$ cat config.mk
export PLATFORM = sky130hd
export DESIGN_NAME = mat_result_writer
export DESIGN_NICKNAME = d
export VERILOG_FILES = /design/src/rtl/mat_result_writer.sv
export SDC_FILE = /design/constraint.sdc
export NUM_CORES = 1
export LEC_CHECK = 0
export BUFFER_PORTS_ARGS = -buffer_cell sky130_fd_sc_hd__buf_2
export CORE_MARGIN = 2
export CORE_UTILIZATION = 50
export CTS_CLUSTER_SIZE = 40
export DETAILED_ROUTE_END_ITERATION = 10
export PLACE_DENSITY = 0.7
export SLEW_MARGIN = 10
export SYNTH_ARGS = -nofsm -noshare
export SYNTH_HDL_FRONTEND = slang
export SYNTH_SLANG_ARGS = --single-unit
$ cat constraint.sdc
create_clock -name clk -period 7.8 [get_ports clk]
set_input_delay 1.17 -clock clk [delete_from_list [all_inputs] [get_ports clk]]
set_output_delay 1.17 -clock clk [all_outputs]
set_load 0.02 [all_outputs]
$ cat src/rtl/mat_result_writer.sv
// Captures MAC results on the controller strobe and writes them to consecutive result RAM addresses.
// Latency: a strobe in cycle t with an empty FIFO gives wr_en in cycle t+1; done follows the last commit by 2 cycles.
// Backpressure: wr_ready low holds the write port stable and the 4-entry FIFO absorbs results; a push into a full FIFO with no pop is dropped and flagged.
//
// Ports:
//   clk, reset_n          clock and asynchronous active-low reset
//   start                 level; begins a collection when seen high in IDLE, must drop to leave DONE
//   wire_out, mac_in      one-cycle result strobe and the MAC result it qualifies
//   wr_ready              RAM accepts the presented write this cycle
//   wr_en/wr_addr/wr_data write request, address and data (FIFO head)
//   result_count          writes committed in the current/last operation
//   busy, done            status: COLLECT or DRAIN / DONE
//   overflow              sticky, set when a result is dropped
module mat_result_writer #(
  parameter int DATA_W    = 19,
  parameter int ADDR_W    = 5,
  parameter int N_RESULTS = 32
) (
  input  logic              clk,
  input  logic              reset_n,
  input  logic              start,
  input  logic              wire_out,
  input  logic [DATA_W-1:0] mac_in,
  input  logic              wr_ready,
  output logic              wr_en,
  output logic [ADDR_W-1:0] wr_addr,
  output logic [DATA_W-1:0] wr_data,
  output logic [ADDR_W:0]   result_count,
  output logic              busy,
  output logic              done,
  output logic              overflow
);

  typedef enum logic [1:0] {
    S_IDLE    = 2'd0,
    S_COLLECT = 2'd1,
    S_DRAIN   = 2'd2,
    S_DONE    = 2'd3
  } state_t;

  localparam logic [ADDR_W:0] LAST_CAP = (ADDR_W+1)'(N_RESULTS - 1);

  state_t state, state_nxt;

  // Result FIFO: 4 entries, power-of-two so the 2-bit pointers wrap naturally.
  logic [DATA_W-1:0] fifo_mem [4];
  logic [1:0]        rd_ptr, wr_ptr;
  logic [2:0]        fifo_cnt;
  logic              fifo_full, fifo_empty;

  logic [ADDR_W:0]   cap_cnt;
  logic              active, op_start, fifo_push, push_ok, commit, drop, last_cap;

  assign active     = (state == S_COLLECT) || (state == S_DRAIN);
  assign op_start   = (state == S_IDLE) && start;
  assign fifo_full  = (fifo_cnt == 3'd4);
  assign fifo_empty = (fifo_cnt == 3'd0);

  assign wr_en      = active && !fifo_empty;
  assign wr_data    = fifo_mem[rd_ptr];
  assign commit     = wr_en && wr_ready;

  // Only COLLECT listens to the strobe. A full FIFO still takes the push
  // when the head is leaving in the same cycle.
  assign fifo_push  = (state == S_COLLECT) && wire_out;
  assign push_ok    = fifo_push && (!fifo_full || commit);
  assign drop       = fifo_push && fifo_full && !commit;
  // Dropped results still count as captured so the operation always ends.
  assign last_cap   = fifo_push && (cap_cnt == LAST_CAP);

  assign busy = active;
  assign done = (state == S_DONE);

  always_ff @(posedge clk or negedge reset_n) begin
    if (!reset_n) begin
      state <= S_IDLE;
    end else begin
      state <= state_nxt;
    end
  end

  always_comb begin
    state_nxt = state;
    unique case (state)
      S_IDLE:    if (start) state_nxt = S_COLLECT;
      S_COLLECT: if (last_cap) state_nxt = S_DRAIN;
      // wr_en is exactly "FIFO not empty" here, so empty means nothing pending.
      S_DRAIN:   if (fifo_empty) state_nxt = S_DONE;
      S_DONE:    if (!start) state_nxt = S_IDLE;
      default:   state_nxt = S_IDLE;
    endcase
  end

  always_ff @(posedge clk or negedge reset_n) begin
    if (!reset_n) begin
      rd_ptr   <= '0;
      wr_ptr   <= '0;
      fifo_cnt <= '0;
      for (int i = 0; i < 4; i++) begin
        fifo_mem[i] <= '0;
      end
    end else if (op_start) begin
      rd_ptr   <= '0;
      wr_ptr   <= '0;
      fifo_cnt <= '0;
    end else begin
      if (push_ok) begin
        fifo_mem[wr_ptr] <= mac_in;
        wr_ptr           <= wr_ptr + 2'd1;
      end
      if (commit) begin
        rd_ptr <= rd_ptr + 2'd1;
      end
      unique case ({push_ok, commit})
        2'b10:   fifo_cnt <= fifo_cnt + 3'd1;
        2'b01:   fifo_cnt <= fifo_cnt - 3'd1;
        default: fifo_cnt <= fifo_cnt;
      endcase
    end
  end

  always_ff @(posedge clk or negedge reset_n) begin
    if (!reset_n) begin
      wr_addr      <= '0;
      result_count <= '0;
      cap_cnt      <= '0;
      overflow     <= 1'b0;
    end else if (op_start) begin
      wr_addr      <= '0;
      result_count <= '0;
      cap_cnt      <= '0;
      overflow     <= 1'b0;
    end else begin
      if (commit) begin
        // Wraps to 0 after the final commit when N_RESULTS = 2^ADDR_W.
        wr_addr      <= wr_addr + 1'b1;
        result_count <= result_count + 1'b1;
      end
      if (fifo_push) begin
        cap_cnt <= cap_cnt + 1'b1;
      end
      if (drop) begin
        overflow <= 1'b1;
      end
    end
  end

endmodule

==> results.md <==
* DRC viols at 0
* Final Skew at ~11 ps
* Pre-CTS setup slack at 4660 ps
* Critical Path RT at 6630 ps
* RSZ-0062 raised after global routing: false
* Yosys warnings at 0
* Seq/Total Area, Yosys at 0.516
* Critical Path AT at 2110 ps
* Total Wirelength at 9.22 mm
* Vias in the first global route at ~3200
* CTS tree: done
* Root buf cell: clkbuf_8
* Pins Over Slew Limit at 0
* Drt pass-1 iters at 4
* Async SR Flop Fraction at 1.00
* Initial core utilization at 0.514
* Share of cells above drive strength 1 at 0.443
* Final Hold Fails at 0
* PnR worst setup slack at 4520 ps
* Worst hold path type: reg2reg
* Synthesized instance count at 336
* Fill count at 815
* Crit Path Class: reg2out
* Seq cells post-synth at 103
* Share of the synthesized area in the top cell type at 0.516
* Setup tns final at 0 ps
* Reg clk slew, reported paths at 90 ps
* Syn Area/Cell at 14.9 um2
* Core footprint at 9730 um2
* Crit path time final at 3280 ps
* CP max FO at 15
* Post-CTS Setup Bufs at 0
* Setup crit end kind: output port
* Antenna violations before repair at 0
* I/O pin cnt at between 50 and 60
* Worst slew pin tran at 958 ps
* Via density at ~5.5
* Leak at 2.72 nW
* Ranking of synthesized cells by area: dfrtp_1, mux2_4, mux4_2, mux2_2, ha_1
* GRT Resource Usage Total at 0.184
* Status: completed
* Most frequent cells after synthesis: dfrtp_1, mux2_4, mux2_2, nor2_1, mux4_2
* Number of port buffers at 57
* CTS Buf Count at 9
* Clock sinks at 103
* Die height at roughly 100 um
* Vias at ~2900
* Synthesized area at 5000 um2
* Pwr per Cell Area at 399 nW/um2
* PostCTS Resize Cnt at 0
* Mapped Nets at 372
* Post-placement cell count at 512
* Max-slew headroom at 0.361
* WL/cell at 17.5 um
* Die X at approximately 100 um
* Die ar. at 10800 um2
* Gr ovfl total at 0
* Placer Congestion at 0.756
* Primary FF master, synth: dfrtp_1
* Final setup vio count at 0
* Area added between synthesis and finish at 11.5%
* Post-route ant nets at 0
* Pin count of the biggest net entering global routing at 63
* Drt initial violations at 71
* Crit path launch type: flip-flop
* Max Cap Violations at 0
* Synth area leader: dfrtp_1
* Post-synth EDFFs at 0
* Peak Freq at 305 MHz
* CTS Hold Buffers Added at 0
* Global-route wire length before repair at 15.9 mm
* Clk Latency, worst-skew pair at between 300 and 400 ps
* Netlist cell types at 40
* # rows at 36
* Max IR drop VDD at roughly 0.24 mV
* Clock Path Buffers at 2
* Tcrit/Tclk final at 0.420
* HPWL after DPL at approximately 5.8 mm
* H-tree levels at 3
* Final Instance Count excl. Fillers at 528
* Top-count cell post-synth: dfrtp_1
* Antenna cell count at 0
* Nets@finish at 426
## layout make-up
class / instances / area, um2 / share of cell area
sequential: 103 / 2580 / 0.463
multi-input combinational: 212 / 2310 / 0.414
timing repair buffer: 59 / 303 / 0.0543
tap: 133 / 166 / 0.0299
clock buffer: 12 / 145 / 0.0260
clock inverter: 4 / 53.8 / 0.00965
inverter: 5 / 18.8 / 0.00337
## worst max-delay path, stage by stage (launching register included)
cell,delay (ps)
dfrtp_1,610
buf_4,390
mux4_2,570
buf_2,180
## per-layer routing
| metal | share of wire | up-vias | routed length, um | track usage |
|---|---|---|---|---|
| met2 | 0.51 | 52 | 4710 | 0.311 |
| met4 | 0.013 | 0 | 121 | 0.0512 |
| met3 | 0.034 | 9 | 312 | 0.0520 |
| li1 | - | 1338 | - | - |
| met5 | 0 | - | 0 | 0 |
| met1 | 0.44 | 1509 | 4080 | 0.233 |
## per-stage QoR
| step | total power, mW | area (um2) | hold slack (ps) | util |
|---|---|---|---|---|
| after floorplan | 1.66 | 5000 | 474 | - |
| after global placement | 1.87 | 5370 | 482 | 0.552 |
| after CTS | 2.25 | 5570 | 514 | 0.573 |
| after detailed placement | 1.90 | 5370 | 490 | 0.552 |
| final | 2.23 | 5570 | 509 | 0.573 |
| after global routing | 2.38 | 5570 | 528 | 0.573 |
## kinds of logic after synthesis
family | share of synthesized area
AND/OR/NAND/NOR | 0.0678
buffers and inverters | 0.0228
flip-flops | 0.516
adder cells (fa/ha/maj) | 0.0315
multiplexers | 0.295
AO/OA/AOI/OAI | 0.0358
XOR/XNOR | 0.0315
## state kept, by name (all words and copies together) (netlist names)
signal and cells:
result_count 6, wr_ptr 2, overflow 1, fifo_cnt 3, fifo_mem 76, state 2, rd_ptr 2, cap_cnt 6
wr_addr 5
## cells in the final DEF, fill, tap and decap left out, types with 4 or more instances in the layout
cell,synthesis,routed
dfrtp_1,103,103
buf_2,3,56
mux2_4,40,40
mux2_2,37,37
nor2_1,22,22
mux4_2,19,19
xor2_1,12,12
nand2_1,11,11
ha_1,11,11
clkbuf_8,0,10
a21oi_1,7,7
nand4_1,7,7
xnor2_1,6,6
inv_1,5,5
nand3_4,4,4
## path summary, 6_finish.rpt
path / slack (ps) / end / from / cells after the start
setup / recovery: 4520 / wr_data[10] / rd_ptr[0] / 3
setup reg to reg: 5220 / fifo_cnt[2] / state[1] / 8
max in group asynchronous: 5860 / fifo_mem[2] / reset_n / 2
hold / removal: 510 / fifo_mem[19] / fifo_mem[19] / 1
min in group asynchronous: 780 / fifo_mem[69] / reset_n / 1
hold reg to reg: 510 / fifo_mem[19] / fifo_mem[19] / 1
## where the power goes
group	leakage [nW]	internal (mW)	total, mW	switching [mW]
logic	1.30	0.518	0.987	0.470
registers	1.32	0.746	0.899	0.153
clock network	0.0932	0.159	0.339	0.181
total	2.72	1.42	2.23	0.804
No activity file was read; power rests on OpenSTA's default activity.
